### config.mk
export PLATFORM = sky130hd
export DESIGN_NAME = btn_cmd_encoder
export DESIGN_NICKNAME = d
export VERILOG_FILES = /design/src/rtl/btn_cmd_encoder.sv
export SDC_FILE = /design/constraint.sdc
export NUM_CORES = 1
export LEC_CHECK = 0
export BUFFER_PORTS_ARGS = -buffer_cell sky130_fd_sc_hd__clkbuf_2
export CELL_PAD_IN_SITES_DETAIL_PLACEMENT = 0
export CELL_PAD_IN_SITES_GLOBAL_PLACEMENT = 1
export CORE_UTILIZATION = 48
export DETAILED_ROUTE_END_ITERATION = 8
export PLACE_DENSITY_LB_ADDON = 0.1
export SLEW_MARGIN = 25
export SYNTH_ARGS = -nofsm -noshare
export SYNTH_HDL_FRONTEND = slang
export SYNTH_SLANG_ARGS = --single-unit
### constraint.sdc
create_clock -name clk -period 1.84 [get_ports clk]
set_input_delay 0.368 -clock clk [delete_from_list [all_inputs] [get_ports clk]]
set_output_delay 0.368 -clock clk [all_outputs]
set_load 0.01 [all_outputs]
### src/rtl/btn_cmd_encoder.sv
`default_nettype none
// ============================================================================
// Module   : btn_cmd_encoder
// Brief    : Debounces four active-low keys, latches the slide switches on
//            each accepted press, and drives the matching Processor command
//            code for HOLD_CYCLES cycles followed by GAP_CYCLES idle cycles.
// Option   : define BTN_ENC_SYNC_EN to add 2-flop synchronizers on key/sw.
// Revision : 1.0 - initial release
// ============================================================================
module btn_cmd_encoder #(
   parameter int DEBOUNCE_CYCLES = 50000,
   parameter int HOLD_CYCLES     = 4,
   parameter int GAP_CYCLES      = 2
) (
   input  logic       clk,
   input  logic       rst,
   input  logic [3:0] key,
   input  logic [7:0] sw,
   output logic [7:0] bytePos,
   output logic [2:0] btn,
   output logic       busy
);

   localparam int DW   = $clog2(DEBOUNCE_CYCLES);
   localparam int TMAX = (HOLD_CYCLES > GAP_CYCLES) ? HOLD_CYCLES : GAP_CYCLES;
   localparam int TW   = (TMAX > 1) ? $clog2(TMAX) : 1;

   localparam logic [DW-1:0] c_DEB_LAST  = DW'(DEBOUNCE_CYCLES - 1);
   localparam logic [TW-1:0] c_HOLD_LAST = TW'(HOLD_CYCLES - 1);
   localparam logic [TW-1:0] c_GAP_LAST  = TW'((GAP_CYCLES > 0) ? GAP_CYCLES - 1 : 0);

   typedef enum logic [1:0] {
      S_IDLE  = 2'd0,
      S_ISSUE = 2'd1,
      S_GAP   = 2'd2
   } state_t;

   logic [3:0] w_key;
   logic [7:0] w_sw;

`ifdef BTN_ENC_SYNC_EN
   logic [3:0] r_key_s1, r_key_s2;
   logic [7:0] r_sw_s1, r_sw_s2;

   // Two-flop synchronizers; keys reset to released, switches to zero
   always_ff @(posedge clk or negedge rst) begin
      if (!rst) begin
         r_key_s1 <= 4'hF;
         r_key_s2 <= 4'hF;
         r_sw_s1  <= 8'h00;
         r_sw_s2  <= 8'h00;
      end else begin
         r_key_s1 <= key;
         r_key_s2 <= r_key_s1;
         r_sw_s1  <= sw;
         r_sw_s2  <= r_sw_s1;
      end
   end

   assign w_key = r_key_s2;
   assign w_sw  = r_sw_s2;
`else
   assign w_key = key;
   assign w_sw  = sw;
`endif

   logic [DW-1:0] r_dcnt [4];
   logic [3:0]    r_stable;
   logic [3:0]    r_stable_d;
   logic [3:0]    r_press;

   // Per-key debounce counters, stable state and registered 1->0 press pulse
   always_ff @(posedge clk or negedge rst) begin
      if (!rst) begin
         for (int i = 0; i < 4; i++) r_dcnt[i] <= '0;
         r_stable   <= 4'hF;
         r_stable_d <= 4'hF;
         r_press    <= 4'h0;
      end else begin
         r_stable_d <= r_stable;
         r_press    <= r_stable_d & ~r_stable;
         for (int i = 0; i < 4; i++) begin
            if (w_key[i] != r_stable[i]) begin
               if (r_dcnt[i] == c_DEB_LAST) begin
                  r_stable[i] <= w_key[i];
                  r_dcnt[i]   <= '0;
               end else begin
                  r_dcnt[i]   <= r_dcnt[i] + DW'(1);
               end
            end else begin
               r_dcnt[i] <= '0;
            end
         end
      end
   end

   state_t        r_state, w_state_nxt;
   logic [TW-1:0] r_tcnt, w_tcnt_nxt;
   logic [2:0]    r_btn, w_btn_nxt;
   logic [7:0]    r_byte, w_byte_nxt;
   logic          r_busy, w_busy_nxt;

   // FSM registers; every output comes straight from one of these flops
   always_ff @(posedge clk or negedge rst) begin
      if (!rst) begin
         r_state <= S_IDLE;
         r_tcnt  <= '0;
         r_btn   <= 3'b000;
         r_byte  <= 8'h00;
         r_busy  <= 1'b0;
      end else begin
         r_state <= w_state_nxt;
         r_tcnt  <= w_tcnt_nxt;
         r_btn   <= w_btn_nxt;
         r_byte  <= w_byte_nxt;
         r_busy  <= w_busy_nxt;
      end
   end

   // Next-state logic: accept one press in IDLE (lowest key wins), hold, gap
   always_comb begin
      w_state_nxt = r_state;
      w_tcnt_nxt  = r_tcnt;
      w_btn_nxt   = r_btn;
      w_byte_nxt  = r_byte;
      w_busy_nxt  = r_busy;
      case (r_state)
         S_IDLE: begin
            w_btn_nxt  = 3'b000;
            w_busy_nxt = 1'b0;
            w_tcnt_nxt = '0;
            if (|r_press) begin
               w_state_nxt = S_ISSUE;
               w_busy_nxt  = 1'b1;
               w_byte_nxt  = w_sw;
               if (r_press[0])      w_btn_nxt = 3'b011;
               else if (r_press[1]) w_btn_nxt = 3'b110;
               else if (r_press[2]) w_btn_nxt = 3'b100;
               else                 w_btn_nxt = 3'b001;
            end
         end
         S_ISSUE: begin
            if (r_tcnt == c_HOLD_LAST) begin
               w_tcnt_nxt = '0;
               w_btn_nxt  = 3'b000;
               if (GAP_CYCLES == 0) begin
                  w_state_nxt = S_IDLE;
                  w_busy_nxt  = 1'b0;
               end else begin
                  w_state_nxt = S_GAP;
               end
            end else begin
               w_tcnt_nxt = r_tcnt + TW'(1);
            end
         end
         S_GAP: begin
            if (r_tcnt == c_GAP_LAST) begin
               w_tcnt_nxt  = '0;
               w_state_nxt = S_IDLE;
               w_busy_nxt  = 1'b0;
            end else begin
               w_tcnt_nxt = r_tcnt + TW'(1);
            end
         end
         default: begin
            w_state_nxt = S_IDLE;
            w_tcnt_nxt  = '0;
            w_btn_nxt   = 3'b000;
            w_busy_nxt  = 1'b0;
         end
      endcase
   end

   assign bytePos = r_byte;
   assign btn     = r_btn;
   assign busy    = r_busy;

endmodule
`default_nettype wire

==> results of run 1 <==
sequential cells by signal, indices dropped and copies added (netlist names):
signal	count
btn	3
busy	1
bytePos	8
r_dcnt	64
r_press	4
r_stable	4
r_stable_d	4
r_state	2
r_tcnt	2
path summary, 6_finish.rpt:
path                                   from       endpoint  slack (ns)  cells after the start
max in group asynchronous               rst    r_stable[1]        0.73                      3
worst min-delay path                  sw[1]     bytePos[1]        0.23                      2
worst min register to register  r_stable[0]  r_stable_d[0]        0.39                      0
worst max register to register   r_press[0]     bytePos[5]        0.18                      4
worst max-delay path             r_press[0]     bytePos[5]        0.18                      4
min in group asynchronous               rst     r_dcnt[23]        0.49                      2
cells by family (layout without fill, tap and decap cells):
kind of cell             count (synthesis)  after routing  share of synthesized area [%]
AND/OR/NAND/NOR                        195            195                           23.9
flip-flops                              92             92                           54.1
XOR/XNOR                                57             57                           11.7
buffers and inverters                   19             68                           1.84
AO/OA/AOI/OAI                           17             17                           2.43
multiplexers                            12             12                           3.16
adder cells (fa/ha/maj)                 10             10                           2.93
per-stage QoR:
stage | area, sq um | cells
after floorplan | 4270 | 402
after global placement | 4630 | 542
after detailed placement | 4630 | 542
after CTS | 4830 | 559
after global routing | 4830 | 559
final | 4830 | 559
cell usage after synthesis, drive strengths merged, types with 2 or more instances:
cell / count / area [sq um]
dfrtp: 84 / 2100
nor2: 69 / 259
xnor2: 41 / 359
nand2: 23 / 88.8
nand3: 21 / 105
nand4: 18 / 128
xor2: 16 / 140
nor4: 14 / 87.6
inv: 13 / 48.8
mux2: 12 / 135
nor3: 12 / 60.1
and3: 10 / 62.6
ha: 10 / 125
dfstp: 8 / 210
nor4bb: 7 / 70.1
buf: 6 / 30.0
nor2b: 6 / 37.5
a21oi: 5 / 25.0
o21ai: 5 / 25.0
o31ai: 5 / 37.5
nor4b: 4 / 35.0
nand2b: 3 / 18.8
or4: 3 / 22.5
and4: 2 / 17.5
worst register-to-register path, delay by kind of cell (launching register included):
family | cells | cell delay, ns
mux | 1 | 0.34
simple gates | 2 | 0.63
buf+inv | 1 | 0.17
flops | 1 | 0.40
power groups by stage:
stage | Combinational, mW | Clock (mW) | Sequential, mW
floorplan | 0.480 | 0 | 2.46
global placement | 0.857 | 0 | 2.41
detailed placement | 0.871 | 0 | 2.42
CTS | 0.877 | 1.35 | 2.38
global route | 0.998 | 1.42 | 2.42
finish | 0.850 | 1.29 | 2.38
routing by layer:
layer	vias to the layer above	track usage (%)
met4	0	4.04
met3	7	5.06
met1	1427	25.6
li1	1481	-
met5	-	0
met2	52	27.7
cell type report:
| type | count | area [sq um] |
|---|---|---|
| clock inverters | 4 | 51.3 |
| inverters | 13 | 48.8 |
| multi-input cells | 291 | 1880 |
| repair buffers | 39 | 260 |
| clock buffers | 12 | 135 |
| fillers | 785 | 3850 |
| well taps | 108 | 135 |
| flip-flops and latches | 92 | 2310 |
timing repair:
item,in CTS,in global routing
hold buffers,1,0
hold endpoints to repair,24,0
setup buffers,0,0
==> flow_summary.json, run 1 <==
{
  "synthArstFlopShare_pct": 100,
  "tightest_slew_ns": 0.465,
  "worst-endpoint-arrival_ns": 1.89,
  "drive_above_1_share_pct": 14.4,
  "top_layer_used": "met4",
  "ios": 26,
  "wl_met1_um": 3770,
  "first_iter_violations": 67,
  "drv_slew": 0,
  "slew_headroom_pct": 68.7,
  "track_usage_pct": 18.1,
  "root_buffer": "clkbuf_8",
  "path_buf_inv": 1,
  "portBuffers": 25,
  "min_period_over_period_pct": 90.5,
  "holdWs_ns": 0.232,
  "syn_nets": 426,
  "vias_per_cell": 5.31,
  "maxCapViolCount": 0,
  "hold_viol": 0,
  "setup_tns_ns": 0,
  "ant_nets": 0,
  "syn_avg_cell_area_sq_um": 10.6,
  "power.switching_mw": 1.26,
  "antenna_cells": 0,
  "crit_slowest_cell": "nor4_1",
  "power_frac_comb_pct": 18.8,
  "row_count": 34,
  "die_w_um": 96.4,
  "drc": 0,
  "status": "finished, final reports clean",
  "cts_max_level": 3,
  "drt_wl_total_um": 7470,
  "finalPower_mw": 4.52,
  "path_cells": "nor4_1 > nand2b_1 > buf_4 > mux2_1",
  "routed-wl-met3_um": 342,
  "antenna_found_initial": 0,
  "setup_viol": 0,
  "yosys_most_used_dff": "dfrtp_1",
  "power.share.clock_pct": 28.6,
  "wl_per_cell_um": 13.4,
  "p_leak_nw": 2.03,
  "yosys_warnings": 0,
  "synth_area_sq_um": 4270,
  "dieHeight_um": 96.4,
  "utilization_pct": 55.6,
  "num_vias": 2967,
  "cts_buffers": 9,
  "p_sw_share_pct": 27.9,
  "dp_slack_ns": 0.181,
  "cts_resized": 0,
  "fin_nets": 470,
  "ir_drop_uv": 578,
  "grt_max_degree": 45,
  "gp_congestion": 0.777,
  "floorplan.initialDensity_pct": 49.3,
  "cts_buffer_depth": 2,
  "max_stage_delay_ns": 0.46,
  "dpl.hpwl_um": 5340,
  "grt_pass1_wl_um": 13000,
  "power_frac_seq_pct": 52.6,
  "dr_wl_met2_um": 3290,
  "cp_top_family": "simple AND/OR/NAND/NOR gates",
  "grt_pass1_vias": 2765,
  "hold_path.class": "input pin to flip-flop",
  "area_growth_pct": 12.9,
  "synth.yosys.seq_area_share_pct": 54.1,
  "die_area_sq_um": 9290,
  "cp-start-kind": "flip-flop",
  "clkTransAtPathRegs_ns": 0.08,
  "fin_ws_ns": 0.175,
  "p_per_area_nw_per_um2": 937,
  "netlist_instances": 402,
  "skew_ns": 0.00858,
  "final_common_cell": "dfrtp_1",
  "crit_fanout": 10,
  "rsz0062_at_grt": "false",
  "p_int_mw": 3.26,
  "clk_latency_ns": 0.35,
  "max_freq_mhz": 601,
  "path_class": "flip-flop to flip-flop",
  "final_cell_mix": "dfrtp_1, nor2_1, xnor2_1",
  "core_area_sq_um": 8680,
  "cts.sinks": 92,
  "end_kind": "flip-flop",
  "synthDistinctLibCells": 32,
  "cts_tree": "done",
  "synth_edf_count": 0,
  "overflow": 0,
  "first_pass_iters": 4,
  "min_period_ns": 1.66,
  "ys_seq_elements": 92,
  "required_ns": 2.07
}
Power figures use the tool's default switching activity.
==> run 2: changes to the inputs <==
Settings changed: CORE_UTILIZATION 48 to 25.
==> run 2 against run 1 <==
  * Flip-flop and latch count unchanged
  * Global-route usage decreased by 7.2 points
  * Wire length increased by 17%
  * Critical endpoint is now r_stable[0]
  * Register-to-register slack about the same
  * Via count decreased by 0.24%
  * Critical path type unchanged
  * Die area increased by 90%
  * Critical path depth increased by 1
  * Sequential power about the same
  * Design area increased by 4.4%
==> flow_summary.json, run 2 (same netlist as run 1, synthesis figures left out) <==
{
  "status": "finished, final reports clean",
  "track_usage_pct": 11.0,
  "cts_tree": "done",
  "required_ns": 2.11,
  "grt_pass1_wl_um": 15200,
  "wl_per_cell_um": 13.0,
  "dieHeight_um": 133,
  "setup_tns_ns": 0,
  "antenna_found_initial": 0,
  "grt_max_degree": 34,
  "drv_slew": 0,
  "min_period_over_period_pct": 90.1,
  "worstRegToRegCells": 5,
  "dp_cells": 654,
  "cts_buffer_depth": 2,
  "p_leak_nw": 2.07,
  "hold_path.class": "input pin to flip-flop",
  "first_pass_iters": 4,
  "hold_viol": 0,
  "fin_area_sq_um": 5040,
  "slew_headroom_pct": 70.4,
  "vias_per_cell": 4.40,
  "ios": 26,
  "die_area_sq_um": 17600,
  "grt_pass1_vias": 2972,
  "skew_ns": 0.00712,
  "drive_above_1_share_pct": 14.4,
  "overflow": 0,
  "min_period_ns": 1.66,
  "clkTransAtPathRegs_ns": 0.06,
  "portBuffers": 25,
  "maxCapViolCount": 0,
  "rsz0062_at_grt": "false",
  "ant_nets": 0,
  "cts.sinks": 92,
  "hold_path.startpoint": "sw[6]",
  "cts_buffers": 9,
  "tightest_slew_ns": 0.440,
  "dpl.hpwl_um": 5990,
  "core_area_sq_um": 16600,
  "largest_register_ffs": 64,
  "timing.rr.start": "r_dcnt[48]",
  "area_growth_pct": 17.9,
  "drc": 0,
  "crit_fanout": 5,
  "path_class": "flip-flop to flip-flop",
  "regMostFlops": "r_dcnt",
  "ir_drop_uv": 484,
  "end_kind": "flip-flop",
  "fin_ws_ns": 0.182,
  "cp-start-kind": "flip-flop",
  "clk_latency_ns": 0.34,
  "die_w_um": 133,
  "antenna_cells": 0,
  "r2r_slack_ns": 0.18,
  "floorplan.initialDensity_pct": 25.7,
  "place_area_sq_um": 4760,
  "hold_depth": 2,
  "final_cell_mix": "dfrtp_1, nor2_1, xnor2_1",
  "fin_nets": 471,
  "setup_viol": 0,
  "min_to": "bytePos[6]",
  "r2r-end": "r_stable[0]",
  "row_count": 47,
  "root_buffer": "clkbuf_16",
  "worst-endpoint-arrival_ns": 1.93,
  "first_iter_violations": 99,
  "finalNonFillerCells": 672,
  "p_per_area_nw_per_um2": 983,
  "gp_congestion": 0.688,
  "max_freq_mhz": 603,
  "final_common_cell": "dfrtp_1",
  "num_vias": 2960,
  "cts_resized": 0,
  "cts_max_level": 3,
  "dp_slack_ns": 0.141,
  "drt_wl_total_um": 8730
}
-- run 2: cell types whose count changed in the layout (fill, tap and decap cells not counted), sizes merged --
cell / previous run / this run
clkinvlp: 1 / 0
clkbuf: 36 / 38
buf: 14 / 15
bufinv: 1 / 0
-- run 2: how the worst max path moves through the flow --
| stage | start | end | slack, ns |
|---|---|---|---|
| final | r_dcnt[48] | r_stable[0] | 0.18 |
| after global routing | r_dcnt[48] | r_dcnt[57] | 0.03 |
| after CTS | r_dcnt[48] | r_dcnt[59] | 0.14 |
| after detailed placement | r_dcnt[48] | r_dcnt[53] | 0.14 |
| after global placement | r_dcnt[48] | r_dcnt[56] | 0.18 |
| after floorplan | r_dcnt[48] | r_dcnt[54] | 0.31 |
-- run 2: through the flow --
stage	util, %	hold WS, ns	power (mW)
5_1_grt	30.3	0.230	5.28
3_5_place_dp	28.6	0.281	3.31
4_1_cts	30.2	0.227	5.08
6_report	30.3	0.243	4.95
3_3_place_gp	28.6	0.277	3.30
2_1_floorplan	-	0.0724	2.94
-- run 2: per-layer routing --
| layer | vias up | global-route usage (%) | wire [um] |
|---|---|---|---|
| met5 | - | 0 | 0 |
| met4 | 0 | 5.36 | 164 |
| met3 | 12 | 2.41 | 254 |
| met2 | 38 | 16.2 | 3720 |
| met1 | 1426 | 15.1 | 4580 |
| li1 | 1484 | - | - |
-- run 2: timing repair --
action	4_1_cts	5_1_grt
endpoints found under the hold margin	16	0
buffers inserted	0	1
hold buffers	1	0
endpoints found under the setup margin	0	11
-- run 2: critical path: stages (launching register included) --
cell      delay, ns
dfrtp_1        0.40
ha_1           0.21
nand3_1        0.21
nand4b_1       0.32
buf_4          0.19
mux2_2         0.26
-- run 2: area by class of cell --
class                           instances  area [sq um]
Sequential cell                        92          2310
Inverter                               13          48.8
Tap cell                              220           275
Clock buffer                           14           254
Multi-Input combinational cell        291          1880
Fill cell                            1725         11600
Timing Repair Buffer                   40           255
Clock inverter                          2          10.0
-- run 2: power by group --
group	switching, mW	internal (mW)
Clock	0.752	0.951
Sequential	0.131	2.25
Combinational	0.491	0.384
